`src/rtl/demux_1to4_reg.sv`:
```
// demux_1to4_reg: registered 1:4 demultiplexer with three redundant routing
// implementations (behavioural, dataflow, gate-level) and a registered
// cross-check that flags any disagreement between them.
module demux_1to4_reg #(
    parameter int WIDTH = 1
) (
    input  logic             clk,
    input  logic             rst,
    input  logic             in_valid,
    input  logic [WIDTH-1:0] a,
    input  logic             s0,
    input  logic             s1,
    output logic [WIDTH-1:0] out1,
    output logic [WIDTH-1:0] out2,
    output logic [WIDTH-1:0] out3,
    output logic [WIDTH-1:0] out4,
    output logic             out_valid,
    output logic             mismatch,
    output logic             err_sticky
);

    // ------------------------------------------------------------------
    // Behavioural path. This result is the one that gets registered.
    // ------------------------------------------------------------------
    logic [WIDTH-1:0] w_beh1, w_beh2, w_beh3, w_beh4;

    // Select decode via case; every output gets a default, so no latches.
    always_comb begin
        w_beh1 = '0;
        w_beh2 = '0;
        w_beh3 = '0;
        w_beh4 = '0;
        case ({s1, s0})
            2'b00:   w_beh1 = a;
            2'b01:   w_beh2 = a;
            2'b10:   w_beh3 = a;
            2'b11:   w_beh4 = a;
            default: begin
                w_beh1 = '0;
                w_beh2 = '0;
                w_beh3 = '0;
                w_beh4 = '0;
            end
        endcase
    end

    // ------------------------------------------------------------------
    // Dataflow path: the routing equations, with the select term
    // replicated across the data width.
    // ------------------------------------------------------------------
    logic [WIDTH-1:0] w_df1, w_df2, w_df3, w_df4;

    assign w_df1 = a & {WIDTH{~s1 & ~s0}};
    assign w_df2 = a & {WIDTH{~s1 &  s0}};
    assign w_df3 = a & {WIDTH{ s1 & ~s0}};
    assign w_df4 = a & {WIDTH{ s1 &  s0}};

    // ------------------------------------------------------------------
    // Gate-level path: shared inverted selects, one 3-input AND per bit
    // per output.
    // ------------------------------------------------------------------
    logic             w_s0_n, w_s1_n;
    logic [WIDTH-1:0] w_gl1, w_gl2, w_gl3, w_gl4;

    not g_inv_s0 (w_s0_n, s0);
    not g_inv_s1 (w_s1_n, s1);

    for (genvar i = 0; i < WIDTH; i++) begin : g_bit
        and g_and1 (w_gl1[i], a[i], w_s1_n, w_s0_n);
        and g_and2 (w_gl2[i], a[i], w_s1_n, s0);
        and g_and3 (w_gl3[i], a[i], s1,     w_s0_n);
        and g_and4 (w_gl4[i], a[i], s1,     s0);
    end

    // ------------------------------------------------------------------
    // Cross-check: any bit of any output differing between the behavioural
    // result and either of the other two. Only meaningful on valid samples.
    // ------------------------------------------------------------------
    logic w_diff_df, w_diff_gl, w_mis_next;

    assign w_diff_df  = (w_beh1 != w_df1) | (w_beh2 != w_df2) |
                        (w_beh3 != w_df3) | (w_beh4 != w_df4);
    assign w_diff_gl  = (w_beh1 != w_gl1) | (w_beh2 != w_gl2) |
                        (w_beh3 != w_gl3) | (w_beh4 != w_gl4);
    assign w_mis_next = in_valid & (w_diff_df | w_diff_gl);

    // ------------------------------------------------------------------
    // Register stage
    // ------------------------------------------------------------------
    logic [WIDTH-1:0] r_out1, r_out2, r_out3, r_out4;
    logic             r_out_valid, r_mismatch, r_err_sticky;

    // Data outputs load on valid samples and hold otherwise.
    always_ff @(posedge clk or posedge rst) begin
        if (rst) begin
            r_out1 <= '0;
            r_out2 <= '0;
            r_out3 <= '0;
            r_out4 <= '0;
        end else if (in_valid) begin
            r_out1 <= w_beh1;
            r_out2 <= w_beh2;
            r_out3 <= w_beh3;
            r_out4 <= w_beh4;
        end
    end

    // out_valid is a one-cycle-delayed copy of in_valid.
    always_ff @(posedge clk or posedge rst) begin
        if (rst) r_out_valid <= 1'b0;
        else     r_out_valid <= in_valid;
    end

    // mismatch reflects the last sample; err_sticky latches any mismatch until reset.
    always_ff @(posedge clk or posedge rst) begin
        if (rst) begin
            r_mismatch   <= 1'b0;
            r_err_sticky <= 1'b0;
        end else begin
            r_mismatch   <= w_mis_next;
            r_err_sticky <= r_err_sticky | w_mis_next;
        end
    end

    assign out1       = r_out1;
    assign out2       = r_out2;
    assign out3       = r_out3;
    assign out4       = r_out4;
    assign out_valid  = r_out_valid;
    assign mismatch   = r_mismatch;
    assign err_sticky = r_err_sticky;

endmodule

```
`config.mk`:
```
export PLATFORM = sky130hd
export DESIGN_NAME = demux_1to4_reg
export DESIGN_NICKNAME = d
export VERILOG_FILES = /design/src/rtl/demux_1to4_reg.sv
export SDC_FILE = /design/constraint.sdc
export NUM_CORES = 1
export LEC_CHECK = 0
export BUFFER_PORTS_ARGS = -buffer_cell sky130_fd_sc_hd__buf_2
export CORE_AREA = 2 2 39 41
export DETAILED_ROUTE_END_ITERATION = 10
export DIE_AREA = 0 0 41 43
export MAX_ROUTING_LAYER = met4
export SLEW_MARGIN = 20
export SYNTH_ARGS = -nofsm -noshare
export SYNTH_HDL_FRONTEND = slang
export SYNTH_SLANG_ARGS = --single-unit
```
`constraint.sdc`:
```
create_clock -name clk -period 0.8 [get_ports clk]
set_input_delay 0.16 -clock clk [delete_from_list [all_inputs] [get_ports clk]]
set_output_delay 0.16 -clock clk [all_outputs]
set_load 0.05 [all_outputs]
```
==> results.md, run 1 <==
- Clock Skews: 0 ns
- Post-Synthesis Net Count: 28
- Die width: 41 µm
- Final setup fails: 7
- Critical Path AT: 0.81 ns
- Dpl cell area: 329 µm²
- Post-placement cell count: 49
- Root Buffer Master: clkbuf_4
- Comb power frac: 17.5%
- Crit path buf inv count: 1
- Routed len/inst: 8.46 µm
- Share of cells above drive strength 1: 52.6%
- Number of CTS-inserted buffers: 3
- CTS tree: done
- Seq/Total Area, Yosys: 71.1%
- Largest family of logic cells by synthesized area: compound AO/OA/AOI/OAI gates
- Total power: 845 µW
- LEAKAGE: 0.193 nW
- Area grow syn2layout: 66.0%
- Multiplexer share of the synthesized area: 0%
- Worst Hold Class: input pin to register
- Failing checks: setup timing
- Detailed-route vias per instance: 3.48
- Pwr Density: 2060 nW/µm²
- Core Area: 1380 µm²
- Row Count: 14
- IO buf count: 12
- Iteration-0 DRC Markers: 1
- Antenna cell count: 0
- Drt total wl: 457 µm
- Status: complete, but fails checks
- Reg clk slew, reported paths: 0.05 ns
- Post-route non-filler standard cell count: 54
- Die Y: 43 µm
- Global-route wire length before repair: 724 µm
- CTS Sinks: 7
- Nets: 45
- Max IR drop VDD: 776 µV
- Internal power: 618 µW
- Finished Core Util: 29.6%
- Simple-gate share of the synthesized area: 8.12%
- Avg Inst Size Synth: 11.2 µm²
- Compound-cell area share of the yosys netlist: 10.2%
- Pre-CTS setup slack: 0.0465 ns
- Max Cap Violations: 0
- Startpoint types: register
- Setup TNS: -1.05 ns
- RD Place Congestion: 0.702
- Adder-cell share of the synthesized area: 0%
- Critical path cell sequence: buf_6
- DRC viols: 0
- Period utilization: 121%
- Synth cell types: 7
- Final WS setup: -0.166 ns
- Antenna violations before repair: 0
- Minimum clock period: 0.966 ns
- Switching pwr: 226 µW
- Clk buf depth: 2
- Slew Limit Fails: 0
- Final Cell Area: 409 µm²
- Synthesized cell area: 246 µm²
- Xor/xnor share of the synthesized area: 0%
- Overflow left after global routing: 0
- Unrepaired setup endpoints after global routing: true
- Final Hold Fails: 0
- Synth Register Bits: 7
- Routed vias: 188
- Dominant cell type by area after synthesis: dfrtp_1
- Setup Crit Path Kind: register to primary output
- Vias in the first global route: 174
- Cell family contributing the most delay on the critical path: flip-flops
- Required @ worst endpoint: 0.64 ns
- Clock share of power: 37.0%
- Full die area: 1760 µm²
- Yosys top cell area share: 71.1%
- CP Max Fanout: 2
- Synth top area cells: dfrtp_1, o22ai_1, inv_1
- DRT Pass-1 Iters: 2
- Sequential power share: 45.5%
- GRT Util Overall: 7.05%
- Synth warn: 0
- Slowest CP cell: dfrtp_2
- Ports: 13
- Sw frac: 26.8%
- Worst hold slack: 0.108 ns
- Final ANT Viol Nets: 0
- CP endpoint kind: primary output
- CP peak stage delay: 0.40 ns
- CTS H-Tree Depth: 1
- Largest net degree at the start of global routing: 8
- Syn Inst Count: 22
- Fill cells: 150
- Fmax: 1040 MHz
- Initial Util: 17.8%
- Skew-Pair Late Insertion Delay: 0.24 ns
## per-layer routing
layer / up-vias / track usage (%) / part of all wire (%)
li1: 98 / - / -
met1: 77 / 9.21 / 50
met2: 13 / 6.88 / 37
met3: 0 / 7.85 / 13
met4: 0 / 2.00 / 0
met5: - / - / 0
## flip-flops by register name, summed over array words and instances (netlist names)
signal	count
out3	1
err_sticky	1
out4	1
out2	1
out1	1
mismatch	1
out_valid	1
## cells by family (layout without fill, tap and decap cells)
family                 count (synthesis)  count (layout)
AO/OA/AOI/OAI                          4               4
buffers and inverters                  6              22
flip-flops                             7               7
other                                  1               1
AND/OR/NAND/NOR                        4               4
## power by group through the flow
stage          Sequential [mW]  Clock, mW  Combinational [mW]
2_1_floorplan            0.447          0              0.0251
3_3_place_gp             0.386          0               0.124
3_5_place_dp             0.386          0               0.126
4_1_cts                  0.384      0.328               0.150
5_1_grt                  0.386      0.354               0.160
6_report                 0.384      0.313               0.148
## placed cells by master, fill, tap and decap left out, drive strengths merged
cell,Yosys,layout
buf,0,12
nand2b,2,2
clkbuf,1,4
nand2,2,2
o22ai,4,4
dfrtp,7,7
dlygate4sd3,0,1
inv,5,5
conb,1,1
## layout make-up
cell class	count	area, µm²	area share (%)
clock buffer	4	26.3	6.42
inverter	5	18.8	4.59
multi-input combinational	9	48.8	11.9
sequential	7	181	44.3
tap	16	20.0	4.89
timing repair buffer	13	114	27.8
## synthesized netlist by cell type
cell and n:
clkbuf_1 1, conb_1 1, dfrtp_1 7, inv_1 5, nand2_1 2, nand2b_1 2, o22ai_1 4
## path summary, 6_finish.rpt
check,start,to,slack (ns),depth (start not counted)
min in group asynchronous,rst,out2,0.38,3
hold reg to reg,err_sticky,err_sticky,0.40,0
setup reg to reg,out3,out3,0.15,2
hold / removal,in_valid,out_valid,0.11,1
setup / recovery,out3,out3,-0.17,1
max in group asynchronous,rst,out4,0.18,3
## repair_timing
action	CTS	global route
endpoints found under the hold margin	7	0
setup endpoints to repair	7	7
cloned	0	0
hold buffers	1	0
buffers inserted	0	0
gates resized for setup	14	0
Note: power is estimated with default switching activity, not from simulation.
==> inputs of run 2 (changes only) <==
--- a/config.mk
+++ b/config.mk
@@ -10,6 +10,7 @@
 export DETAILED_ROUTE_END_ITERATION = 10
 export DIE_AREA = 0 0 41 43
 export MAX_ROUTING_LAYER = met4
+export REMOVE_ABC_BUFFERS = 1
 export SLEW_MARGIN = 20
 export SYNTH_ARGS = -nofsm -noshare
 export SYNTH_HDL_FRONTEND = slang
==> run 2 against run 1 <==
The run still ends with setup timing left. First-iteration DRC count rose to 3.0 times the previous value. Die area is the same. Cell area grew 9.8%. Wire length rose by 14%. Register-to-register slack got worse by 0.11 ns. Clock-buffer cell count is the same. Final cell count is 7.4% higher. Largest power group unchanged.
==> results.md, run 2 (synthesis results as in run 1) <==
- Skew-Pair Late Insertion Delay: 0.25 ns (was 0.24 ns)
- Total power: 878 µW (was 845 µW)
- Comb power frac: 19.5% (was 17.5%)
- Die width: 41 µm (unchanged)
- Pre-CTS setup slack: 0.0374 ns (was 0.0465 ns)
- Slew Limit Fails: 0 (unchanged)
- Nets: 49 (was 45)
- Slowest CP cell: dfrtp_1 (was dfrtp_2)
- Global-route wire length before repair: 841 µm (was 724 µm)
- Full die area: 1760 µm² (unchanged)
- Critical path cell sequence: buf_6 (unchanged)
- Status: complete, but fails checks (unchanged)
- Critical Path AT: 0.81 ns (about the same)
- Vias in the first global route: 197 (was 174)
- Clk buf depth: 2 (unchanged)
- Worst Hold Class: input pin to register (unchanged)
- Antenna cell count: 0 (unchanged)
- CP endpoint kind: primary output (unchanged)
- Dpl cell area: 323 µm² (was 329 µm²)
- Overflow left after global routing: 0 (unchanged)
- Post-placement cell count: 49 (unchanged)
- Number of CTS-inserted buffers: 3 (unchanged)
- Sw frac: 28.0% (was 26.8%)
- Startpoint types: register (unchanged)
- Antenna violations before repair: 0 (unchanged)
- Period utilization: 121% (about the same)
- Iteration-0 DRC Markers: 3 (was 1)
- Internal power: 632 µW (was 618 µW)
- Sequential power share: 43.5% (was 45.5%)
- Drt total wl: 519 µm (was 457 µm)
- Fmax: 1040 MHz (about the same)
- Routed vias: 207 (was 188)
- CTS H-Tree Depth: 1 (unchanged)
- Detailed-route vias per instance: 3.57 (was 3.48)
- Minimum clock period: 0.966 ns (about the same)
- Cell family contributing the most delay on the critical path: flip-flops (unchanged)
- CTS Sinks: 7 (unchanged)
- LEAKAGE: 0.226 nW (was 0.193 nW)
- Final Hold Fails: 0 (unchanged)
- CP peak stage delay: 0.40 ns (about the same)
- Pwr Density: 1950 nW/µm² (was 2060 nW/µm²)
- Most frequent cells in the layout: buf_6, dfrtp_1, buf_2 (was buf_6, inv_1, dfrtp_2, buf_2, o22ai_1)
- Area grow syn2layout: 82.2% (was 66.0%)
- DRC viols: 0 (unchanged)
- Routed len/inst: 8.95 µm (was 8.46 µm)
- Final WS setup: -0.166 ns (about the same)
- Most common cell after layout, fill and taps aside: buf_6 (unchanged)
- Final Cell Area: 449 µm² (was 409 µm²)
- Final ANT Viol Nets: 0 (unchanged)
- Row Count: 14 (unchanged)
- Core Area: 1380 µm² (unchanged)
- GRT Util Overall: 8.07% (was 7.05%)
- Switching pwr: 246 µW (was 226 µW)
- RD Place Congestion: 0.688 (was 0.702)
- Clock Skews: 0 ns (unchanged)
- Ports: 13 (unchanged)
- Post-route non-filler standard cell count: 58 (was 54)
- Unrepaired setup endpoints after global routing: true (unchanged)
- Reg clk slew, reported paths: 0.06 ns (was 0.05 ns)
- Required @ worst endpoint: 0.64 ns (about the same)
- Initial Util: 17.8% (unchanged)
- Clock share of power: 37.0% (about the same)
- CP Max Fanout: 2 (unchanged)
- Die Y: 43 µm (unchanged)
- Root Buffer Master: clkbuf_4 (unchanged)
- Final setup fails: 7 (unchanged)
- Max Cap Violations: 0 (unchanged)
- IO buf count: 12 (unchanged)
- DRT Pass-1 Iters: 2 (unchanged)
- Setup Crit Path Kind: register to primary output (unchanged)
- CTS tree: done (unchanged)
- Largest net degree at the start of global routing: 8 (unchanged)
- Crit path buf inv count: 1 (unchanged)
- Max IR drop VDD: 680 µV (was 776 µV)
- Failing checks: setup timing (unchanged)
- Share of cells above drive strength 1: 54.8% (was 52.6%)
run 2: final cells by class:
type / count / area, µm²
fill: 145 / 935
inverter: 5 / 18.8
multi-input combinational: 9 / 61.3
sequential: 7 / 175
tap: 16 / 20.0
timing repair buffer: 17 / 148
clock buffer: 4 / 26.3
run 2: what timing repair did:
action | 4_1_cts | 5_1_grt
pin swaps | 0 | 1
hold buffers | 1 | 0
endpoints found under the hold margin | 7 | 0
setup endpoints to repair | 7 | 9
buffers inserted | 3 | 2
resized for setup | 14 | 5
run 2: through the flow:
step | utilization (%) | TNS (ns) | hold WS [ns]
4_1_cts | 30.7 | -1.10 | 0.0891
6_report | 32.5 | -1.02 | 0.112
3_5_place_dp | 23.3 | 0 | 0.105
3_3_place_gp | 23.3 | 0 | 0.0948
2_1_floorplan | - | -0.394 | -0.0366
5_1_grt | 32.5 | -1.23 | 0.109
run 2: path summary, 6_finish.rpt:
kind                                 start  slack, ns         end  cells past startpoint
min in group asynchronous              rst       0.38    mismatch                      3
worst max register to register        out3       0.04        out3                      3
worst max-delay path                  out4      -0.17        out4                      1
worst min register to register  err_sticky       0.49  err_sticky                      1
worst min-delay path              in_valid       0.11   out_valid                      1
max in group asynchronous              rst       0.21        out2                      3
run 2: per-layer routing:
layer / track usage (%) / share of wire, % / wire [µm] / vias up
li1: - / - / - / 106
met1: 9.84 / 45 / 236 / 89
met2: 9.38 / 44 / 229 / 10
met3: 3.14 / 8.3 / 43 / 2
met4: 8.00 / 1.9 / 10 / 0
met5: - / 0 / 0 / -
run 2: power groups by stage:
stage          clock network [mW]  logic [mW]  registers (mW)
6_report                    0.325       0.171           0.382
5_1_grt                     0.358       0.185           0.383
4_1_cts                     0.341       0.159           0.381
3_5_place_dp                    0       0.126           0.384
3_3_place_gp                    0       0.125           0.383
2_1_floorplan                   0      0.0252           0.444
